===== config.mk =====
export PLATFORM = sky130hd
export DESIGN_NAME = mult_row_seq_flat
export DESIGN_NICKNAME = d
export VERILOG_FILES = /design/src/rtl/mult_row_seq_pkg.sv /design/src/rtl/mult_row_seq_if.sv /design/src/rtl/mult_row_seq_pp_row.sv /design/src/rtl/mult_row_seq.sv /design/src/flat_wrapper.sv
export SDC_FILE = /design/constraint.sdc
export NUM_CORES = 1
export LEC_CHECK = 0
export BUFFER_PORTS_ARGS = -buffer_cell sky130_fd_sc_hd__buf_4
export CAP_MARGIN = 40
export CORE_MARGIN = 2
export CORE_UTILIZATION = 55
export DETAILED_ROUTE_END_ITERATION = 12
export GPL_TIMING_DRIVEN = 0
export HOLD_SLACK_MARGIN = 0.15
export PLACE_DENSITY = 0.79
export SYNTH_ARGS = -nofsm -noshare
export SYNTH_HDL_FRONTEND = slang
export SYNTH_SLANG_ARGS = --single-unit
export TNS_END_PERCENT = 100

===== constraint.sdc =====
create_clock -name clk -period 2.8 [get_ports clk]
set_input_delay 0.28 -clock clk [delete_from_list [all_inputs] [get_ports clk]]
set_output_delay 0.28 -clock clk [all_outputs]
set_load 0.1 [all_outputs]

===== src/rtl/mult_row_seq_pkg.sv =====
// Shared types and defaults for the row-reusing sequential multiplier.
package mult_pkg;

  localparam int MULT_N = 8;

  typedef enum logic [1:0] {
    IDLE = 2'd0,
    ROW  = 2'd1,
    ADD  = 2'd2
  } state_t;

endpackage


===== src/rtl/mult_row_seq_if.sv =====
// Start/done handshake plus operand and product bus of the sequential multiplier.
interface mult_row_seq_if
  import mult_pkg::*;
#(
  parameter int N = MULT_N
);
  logic           start;
  logic [N-1:0]   a;
  logic [N-1:0]   b;
  logic           busy;
  logic           done;
  logic [2*N-1:0] p;

  modport master (output start, output a, output b, input busy, input done, input p);
  modport slave  (input start, input a, input b, output busy, output done, output p);
endinterface


===== src/rtl/mult_row_seq_pp_row.sv =====
// One row of AND + full-adder partial-product cells, purely combinational.
module pp_cell (
  input  logic a_i,
  input  logic b_i,
  input  logic si_i,
  input  logic ci_i,
  output logic so_o,
  output logic co_o
);
  logic x;

  assign x    = a_i & b_i;
  assign so_o = x ^ si_i ^ ci_i;
  assign co_o = (x & si_i) | (x & ci_i) | (si_i & ci_i);
endmodule

module pp_row #(
  parameter int N = 8
) (
  input  logic         a_i,
  input  logic [N-1:0] b_i,
  input  logic [N-1:0] si_i,
  input  logic [N-1:0] ci_i,
  output logic [N-1:0] so_o,
  output logic [N-1:0] co_o
);
  for (genvar j = 0; j < N; j++) begin : g_cell
    pp_cell u_cell (
      .a_i  (a_i),
      .b_i  (b_i[j]),
      .si_i (si_i[j]),
      .ci_i (ci_i[j]),
      .so_o (so_o[j]),
      .co_o (co_o[j])
    );
  end
endmodule


===== src/rtl/mult_row_seq.sv =====
// Unsigned N x N multiplier: one carry-save row reused for N cycles, then one
// carry-propagate cycle for the upper product half.
module mult_row_seq
  import mult_pkg::*;
#(
  parameter int N = MULT_N
) (
  input  logic          clk,
  input  logic          rst_n,
  mult_row_seq_if.slave bus
);
  localparam int            CW   = $clog2(N);
  localparam logic [CW-1:0] LAST = CW'(N - 1);

  state_t         state_q;
  logic [N-1:0]   a_q, b_q;
  logic [N-1:0]   s_q, c_q;
  logic [N-1:0]   plo_q;
  logic [CW-1:0]  cnt_q;
  logic           busy_q, done_q;
  logic [2*N-1:0] p_q;

  logic [N-1:0]   si_d, so_d, co_d, hi_d;

  // The sum vector shifts down one weight per row; its top input is empty.
  assign si_d = {1'b0, s_q[N-1:1]};
  assign hi_d = si_d + c_q;

  pp_row #(.N(N)) u_row (
    .a_i  (a_q[cnt_q]),
    .b_i  (b_q),
    .si_i (si_d),
    .ci_i (c_q),
    .so_o (so_d),
    .co_o (co_d)
  );

  always_ff @(posedge clk or negedge rst_n) begin
    if (!rst_n) begin
      state_q <= IDLE;
      a_q     <= '0;
      b_q     <= '0;
      s_q     <= '0;
      c_q     <= '0;
      plo_q   <= '0;
      cnt_q   <= '0;
      busy_q  <= 1'b0;
      done_q  <= 1'b0;
      p_q     <= '0;
    end else begin
      done_q <= 1'b0;
      case (state_q)
        IDLE: begin
          if (bus.start) begin
            a_q     <= bus.a;
            b_q     <= bus.b;
            s_q     <= '0;
            c_q     <= '0;
            plo_q   <= '0;
            cnt_q   <= '0;
            busy_q  <= 1'b1;
            state_q <= ROW;
          end
        end
        ROW: begin
          s_q          <= so_d;
          c_q          <= co_d;
          plo_q[cnt_q] <= so_d[0];
          cnt_q        <= cnt_q + 1'b1;
          if (cnt_q == LAST) state_q <= ADD;
        end
        ADD: begin
          p_q     <= {hi_d, plo_q};
          done_q  <= 1'b1;
          busy_q  <= 1'b0;
          state_q <= IDLE;
        end
        default: begin
          busy_q  <= 1'b0;
          state_q <= IDLE;
        end
      endcase
    end
  end

  assign bus.busy = busy_q;
  assign bus.done = done_q;
  assign bus.p    = p_q;
endmodule


===== src/flat_wrapper.sv =====
// flat-port wrapper written by rule: the top's interface ports become plain ports
module mult_row_seq_flat import mult_pkg::*;
#(
  parameter int N = MULT_N
)
  (clk, rst_n, bus_start, bus_a, bus_b, bus_busy, bus_done, bus_p);
  mult_row_seq_if #(.N(N)) bus_i ();
  input  logic clk;
  input  logic rst_n;
  input wire logic [$bits(bus_i.start)-1:0] bus_start;
  input wire logic [$bits(bus_i.a)-1:0] bus_a;
  input wire logic [$bits(bus_i.b)-1:0] bus_b;
  output wire logic [$bits(bus_i.busy)-1:0] bus_busy;
  output wire logic [$bits(bus_i.done)-1:0] bus_done;
  output wire logic [$bits(bus_i.p)-1:0] bus_p;
  assign bus_i.start = bus_start;
  assign bus_i.a = bus_a;
  assign bus_i.b = bus_b;
  assign bus_busy = bus_i.busy;
  assign bus_done = bus_i.done;
  assign bus_p = bus_i.p;
  mult_row_seq #(.N(N)) u_core (.clk(clk), .rst_n(rst_n), .bus(bus_i));
endmodule

# Word-level counts from Yosys, hierarchy flattened
# Cells that the tools add are included.
dict set report word_totals {
  ff_bits 63
  inputBits 19
  elab_cells 103
  mem_bits_ro 0
  n_memories 0
  output_inout_bits 18
  latch_bits 0
  ramBits 0
}
dict set report classes {
  n_reduce_logical 7
  n_eq_ne 5
  bitwise_logic 60
  div 0
  multipliers 0
  shifts 0
  addsub 2
  n_lt_le_gt_ge 2
  mux 17
}
# operator count
set op_table {}
lappend op_table {{one-hot mux 8 bit (2 select lines)} 3}
lappend op_table {{bitwise AND 1 bit} 30}
lappend op_table {{XOR 1 bit} 15}
lappend op_table {{OR 1 bit} 14}
lappend op_table {{adder 7 x 8 -> 8 bit} 1}
lappend op_table {{bitwise mux 8 bit} 1}
lappend op_table {{two-way mux 8 bit} 1}
lappend op_table {{AND reduction 2 bit} 4}
lappend op_table {{one-hot mux 3 bit (2 select lines)} 1}
lappend op_table {{less-than comparator 3 x 4 -> 1 bit (second input constant)} 1}
lappend op_table {{two-way mux 1 bit} 4}
lappend op_table {{two-way mux 2 bit} 2}
lappend op_table {{one-hot mux 2 bit (2 select lines)} 1}
lappend op_table {{adder 3 x 1 -> 3 bit (second input constant)} 1}
lappend op_table {{binary-select mux 1 bit (select 3 bit)} 1}
lappend op_table {{demux 1 bit (select 3 bit)} 1}
lappend op_table {{equality test 3 bit (second input constant)} 1}
lappend op_table {{>= comparator 3 x 1 -> 1 bit (second input constant)} 1}
lappend op_table {{two-way mux 3 bit} 1}
lappend op_table {{equality test 2 x 1 -> 1 bit (second input constant)} 1}
lappend op_table {{equality test 2 bit (second input constant)} 1}
lappend op_table {{logical NOT 2 bit} 1}
lappend op_table {{!= test 2 x 1 -> 1 bit (second input constant)} 1}
lappend op_table {{!= test 2 bit (second input constant)} 1}
lappend op_table {{4 further kinds} 4}

# Depth between registers and ports, before layout
# Gate-level depths: netlist of the first run.
dict set report logic_depth {
  word_depth 7
  ltp_mapped 7
  depth_no_buf 7
}

# Hierarchy
# A second synthesis of the first run with hierarchy kept.
dict set report unflattened {
  hier_cells 328
  hier_area_um2 3169.3
}
# module cells_per_inst area_per_inst_um2 seq_area_each_um2 instances
set modules_own_cells {}
lappend modules_own_cells {mult_row_seq 280 2859.0 1551.5 1}
lappend modules_own_cells {pp_cell 6 38.8 0.0 8}

# Worst setup path after synthesis of the first run
# OpenSTA, ideal clock, no wires.
dict set report synth_path {
  path_kind {register to register}
  from {register u_core.cnt_q[0]}
  to {register u_core.plo_q[3]}
  path_slack_ns 0.442
  n_path_buf 0
  path_stages_with_launch 7
  synth_period_minus_slack_ns 2.358
  setup_ns 0.068
  t_required_ns 2.732
  t_arrival_ns 2.290
  path_cell_list {dfrtp_1 -> mux4_1 -> mux2_4 -> nand2_1 -> fa_1 -> nor3_1 -> a32o_1}
}
dict set report synth_via {
  elab_chain_cells 7
  word_cells_on_any_way 12
  classes_between {2 x order compare; 6 x mux; 3 x bitwise; 1 x reduce/logical}
}
# item line
set synth_lines {}
lappend synth_lines {{start: declaration} mult_row_seq.sv:19} ;# logic [CW-1:0] cnt_q;
lappend synth_lines {{start signal: assignment} mult_row_seq.sv:69} ;# cnt_q <= cnt_q + 1'b1;
lappend synth_lines {{binary-select mux 1 bit (select 3 bit)} mult_row_seq.sv:30} ;# .a_i (a_q[cnt_q]),
lappend synth_lines {{two-way mux 1 bit (not written as such)} mult_row_seq.sv:30}
lappend synth_lines {{bitwise AND 1 bit} mult_row_seq_pp_row.sv:12} ;# assign x = a_i & b_i;
lappend synth_lines {{XOR 1 bit (2 in a row)} mult_row_seq_pp_row.sv:13} ;# assign so_o = x ^ si_i ^ ci_i;
lappend synth_lines {{bitwise mux 8 bit *} mult_row_seq.sv:68} ;# plo_q[cnt_q] <= so_d[0];
lappend synth_lines {{one-hot mux 8 bit (2 select lines) *} mult_row_seq.sv:52} ;# case (state_q)
lappend synth_lines {{end signal: indexed assignment} mult_row_seq.sv:68}
lappend synth_lines {{end: declaration} mult_row_seq.sv:18} ;# logic [N-1:0] plo_q;
# Every way passes the cells marked *; elsewhere a longest branch is shown, timed or not. The select of a mux whose other input is x is not followed.
# A chain may end at the register's enable or synchronous reset.

# Worst setup path in the final report of the first run
# Same ends and word-level chain as after synthesis.

==> results.md, run 1 <==
- Worst skew pair latency: around 340 ps
- M2 GR Usage: 31.9%
- Number of global-route vias before repair: 2186
- Post-synth cell types: 36
- Clk sinks: 62
- Clock root buffer master: clkbuf_8
- Critical Path Max Stage Delay: 580 ps
- Fraction of layout cells with a size suffix above 1: 23.0%
- Worst reg2reg path startpoint: u_core.cnt_q[0]
- CP required: 3080 ps
- Final hold slack: 167 ps
- Die area: 0.00612 mm2
- Endpoints failing setup: 0
- Die Y-Extent: 78.2 um
- Met3 usage: 3.56%
- Crit-path cells: mux4_1 -> mux2_4 -> nand2_1 -> fa_1 -> nor3_2 -> a32o_1
- Cell Area, Synth: 0.00303 mm2
- Largest cells by area after synthesis: dfrtp_1 (51%), nand2_1 (8.5%), mux2_2 (5.9%)
- Beginning of the critical path: u_core.cnt_q[0]
- Worst-path fanout max: 8
- Crit Path Class: reg -> reg
- Top FF cell, synth: dfrtp_1
- Post-Route WL: 5640 um
- M1 GR Usage: approximately 30%
- Slew Limit Fails: 0
- Grt total ovfl: 0
- Via count: 2184
- Share of the synthesized area in the top cell type: between 50% and 60%
- Final Cell Area: 0.00357 mm2
- HP Start: bus_a[2]
- Synth Warn #: 0
- RSZ-0062 raised after global routing: false
- Clock Path Buffers: 2
- Core area: approximately 0.0054 mm2
- Post-route ant nets: 0
- CP Launch Type: register
- FF+latch count, synth: 62
- CP max-delay cell: mux4_1
- Die W: between 70 and 80 um
- Most frequent cells in the layout: nand2_1 (69), dfrtp_1 (62), buf_4 (38), o21ai_0 (19), inv_1 (18)
- DR pass1 iterations: 4
- Initial DRC count: 209
- CTS tree: yes
- Starting Density: 56.1%
- Sequential area share after synthesis: 51.2%
- # rows: 27
- Top Usage Layer GRT: met2
- Dpl cell area: 0.00339 mm2
- Global-route wire length before repair: 9980 um
- Tcrit/Tclk final: 90.6%
- Final Hold Viols: 0
- Port Buf Inserts: 36
- Critical path endpoint category: register
- Avg Cell Area, Syn: 10.5 um2
- Async SR Flop Fraction: 100%
- Commonest non-fill, non-tap cell in the layout: nand2_1
- Syn-to-layout area delta: 17.8%
- Total negative setup slack: 0 ps
- Fin nets: 375
- Vias per cell: 5.26
- Status: completed
- Yosys top cell by area: dfrtp_1
- Initial antenna violation count: 0
- Pin count of the biggest net entering global routing: 63
- Crit path arrival time: 2820 ps
- Max Clock Freq: between 300 and 400 MHz
- Antenna Cells: 0
- Max Clock Skew: 8.10 ps
- Htree depth: 3
- Total CTS buffers: 9
- Class of the worst hold path: in -> reg
- Syn_nets: between 300 and 400
- Gpl congestion: 0.843
- Slew margin rel.: approximately half
- Post-DP HPWL: around 4000 um
- Wirelength per Cell: about 14 um
- Top-Level Pins: 37
- GRT Util Overall: a little over a fifth
- Worst-Margin Slew: 753 ps
- Delay-heaviest family, CP: multiplexers
- DRC: 0
- EDFF count, synth: 0
- Cells after Synth: 290
- Tmin final: 2540 ps
- # Max-Cap Violations: 0
- WP buf/inv: 0
- CTS clk-pin slew, worst paths: 70 ps
## final cells by class
cell class	instances	area [um2]
tap	72	90.1
clock buffer	9	124
multi-input combinational	195	1350
sequential	62	1550
buffer	15	70.1
inverter	18	67.6
timing repair buffer	37	280
clock inverter	7	41.3
fill	443	1830
## path summary, 6_finish.rpt
| check | end | slack, ps | cells after the start |
|---|---|---|---|
| setup reg to reg | u_core.plo_q[3] | 260 | 6 |
| hold reg to reg | u_core.bus.p[7] | 470 | 2 |
| setup / recovery | u_core.plo_q[3] | 260 | 6 |
| max in group asynchronous | u_core.bus.p[5] | 1750 | 2 |
| min in group asynchronous | u_core.b_q[3] | 550 | 2 |
| hold / removal | u_core.a_q[2] | 170 | 2 |
## metal layers
metal / wire length [um] / share of wire [%]
met5: 0 / 0
met1: 2800 / 50
met3: 181 / 3.2
met2: 2550 / 45
met4: 120 / 2.1
## worst reg2reg max path, cell delays in order, from the launching register on
cell	delay [ps]
dfrtp_1	470
mux4_1	580
mux2_4	330
nand2_1	110
fa_1	460
nor3_2	310
a32o_1	210
## cells in the mapped netlist, types with 4 or more instances
library cell	instances
o21ai_0	19
nand2_1	69
nor2_1	8
nand2b_1	5
nor2b_1	4
fa_1	8
dfrtp_1	62
mux2_2	16
buf_2	5
clkbuf_1	6
a21oi_1	10
inv_1	18
o22ai_1	14
ha_1	10
## per-stage QoR
stage,setup WS [ps],instances,utilization (%)
6_report,264,415,66.1
5_1_grt,145,415,66.1
4_1_cts,93.2,415,66.0
3_5_place_dp,106,398,62.8
3_3_place_gp,114,398,62.8
2_1_floorplan,442,290,-
## timing repair
item	CTS	global route
setup endpoints to repair	0	4
buffers inserted	0	0
gates resized for setup	0	1
hold endpoints to repair	62	0
hold buffers	1	0
## registers in the layout, indices dropped and copies added, names as in the netlist
name / cells
u_core.bus.done: 1
u_core.bus.busy: 1
u_core.a_q: 8
u_core.c_q: 8
u_core.b_q: 8
u_core.plo_q: 8
u_core.state_q: 2
u_core.s_q: 7
u_core.cnt_q: 3
u_core.bus.p: 16
## kinds of logic (layout without fill, tap and decap cells)
group / after synthesis / after routing / share of synthesized area, %
mux: 21 / 21 / 8.83
buf+inv: 33 / 86 / 4.54
flops: 62 / 62 / 51.2
fa+ha+maj: 18 / 18 / 9.41
xor+xnor: 4 / 4 / 1.16
compound gates: 59 / 59 / 11.9
simple gates: 93 / 93 / 13.0
Power of run 1 is not shown: default switching activity piles up to over one toggle a cycle in this logic, so the estimate is an artifact.
==> inputs of run 2 (changes only) <==
- CORE_ASPECT_RATIO: default -> 1.75
==> results.md, run 2 (synthesis results as in run 1) <==
- Status: completed
- Htree depth: 3
- Fin nets: 375
- Worst Hold Depth: 2
- Post-CTS setup buffers: 0
- Clk sinks: 62
- Port Buf Inserts: 36
- Slew Limit Fails: 0
- Class of the worst hold path: in -> reg
- Top-Level Pins: 37
- Worst-path fanout max: 8
- Critical path endpoint category: register
- Slew margin rel.: 49.6%
- Grt total ovfl: 0
- CTS clk-pin slew, worst paths: 70 ps
- # rows: 35
- CP max-delay cell: mux4_1
- Die area: 0.00615 mm2
- Core area: ~0.0053 mm2
- Wirelength per Cell: 13.9 um
- DRC: 0
- Pin count of the biggest net entering global routing: 63
- Global-route wire length before repair: 9900 um
- Final Hold Viols: 0
- Via count: 2209
- CP required: between 3000 and 4000 ps
- Max Clock Skew: 10.2 ps
- Fraction of layout cells with a size suffix above 1: 22.7%
- Worst skew pair latency: 340 ps
- Die Y-Extent: 102 um
- Gpl congestion: 0.830
- Placed insts: 400
- Cts hold-fix bufs: 1
- Endpoints failing setup: 0
- Clock Path Buffers: 2
- Tmin final: 2680 ps
- Tcrit/Tclk final: 95.7%
- Crit Path Class: reg -> reg
- CTS resizes: 0
- Dpl cell area: 0.00339 mm2
- Antenna Cells: 0
- Max FFs per register: 16
- Post-route ant nets: 0
- Worst reg2reg path startpoint: u_core.cnt_q[0]
- CTS tree: yes
- Post-Route WL: 5800 um
- Beginning of the critical path: u_core.cnt_q[0]
- Post-DP HPWL: 4110 um
- Worst Reg2Reg Path Length in Cells: 6
- Worst Hold End: u_core.a_q[1]
- Commonest non-fill, non-tap cell in the layout: nand2_1
- Final core occ: around two thirds
- Initial DRC count: between 90 and 100
- Total CTS buffers: 9
- Reg2reg end: u_core.plo_q[3]
- Final Cell Area: 0.00361 mm2
- Initial antenna violation count: 0
- GRT Util Overall: 21.9%
- Vias per cell: 5.30
- Syn-to-layout area delta: 19.2%
- CP Launch Type: register
- Crit path arrival time: between 2000 and 3000 ps
- Clock root buffer master: clkbuf_8
- Most frequent cells in the layout: nand2_1 (69), dfrtp_1 (62), buf_4 (38), o21ai_0 (19), inv_1 (18)
- Number of global-route vias before repair: 2235
- Starting Density: 57.2%
- Critical Path Max Stage Delay: 600 ps
- Crit-path cells: mux4_1 -> mux2_4 -> nand2_1 -> fa_1 -> nor3_1 -> a32o_1
- RSZ-0062 raised after global routing: false
- Max Clock Freq: 373 MHz
- DR pass1 iterations: 4
- Worst-Margin Slew: 756 ps
- HP Start: bus_a[1]
- Reg2Reg Setup Slack: approximately 120 ps
- Die W: ~60 um
- Total negative setup slack: 0 ps
- # fillers: ~430
- # Max-Cap Violations: 0
- Post-Layout Cell Count: 417
-- run 2: final cells by class --
| type | count | area, um2 | share of cell area (%) |
|---|---|---|---|
| inverter | 18 | 67.6 | 1.87 |
| buffer | 15 | 70.1 | 1.94 |
| clock buffer | 11 | 151 | 4.19 |
| sequential | 62 | 1550 | 42.9 |
| tap | 74 | 92.6 | 2.56 |
| multi-input combinational | 195 | 1340 | 37.2 |
| clock inverter | 5 | 57.6 | 1.59 |
| timing repair buffer | 37 | 280 | 7.76 |
-- run 2: stage by stage --
step                worst slack [ps]  hold slack [ps]
finish                           121              164
global route                    30.8              152
CTS                              148              153
detailed placement               160              402
global placement                 141              400
floorplan                        442            -15.6
-- run 2: worst max path at each step --
| stage | endpoint | slack (ps) | depth (start not counted) |
|---|---|---|---|
| 6_report | u_core.plo_q[3] | 120 | 6 |
| 5_1_grt | u_core.plo_q[3] | 30 | 6 |
| 4_1_cts | u_core.plo_q[3] | 150 | 6 |
| 3_5_place_dp | u_core.plo_q[3] | 160 | 6 |
| 3_3_place_gp | u_core.plo_q[3] | 140 | 6 |
| 2_1_floorplan | u_core.plo_q[3] | 440 | 6 |
-- run 2: worst max-delay path, delay by kind of cell (launching register included) --
kind                       cells  cell delay (ps)
adders and majority gates      1              440
AOI/OAI and AO/OA              1              230
DFF                            1              470
muxes                          2              940
and+or+nand+nor                2              550
-- run 2: routing by layer --
metal  up-vias  global-route usage (%)  part of all wire [%]
met5         -                       0                     0
met4         0                    10.6                   1.5
met3         9                    6.08                   3.8
met2        42                    36.8                    54
met1      1082                    24.9                    40
li1       1076                       -                     -
Power of run 2 is left out for the same reason.
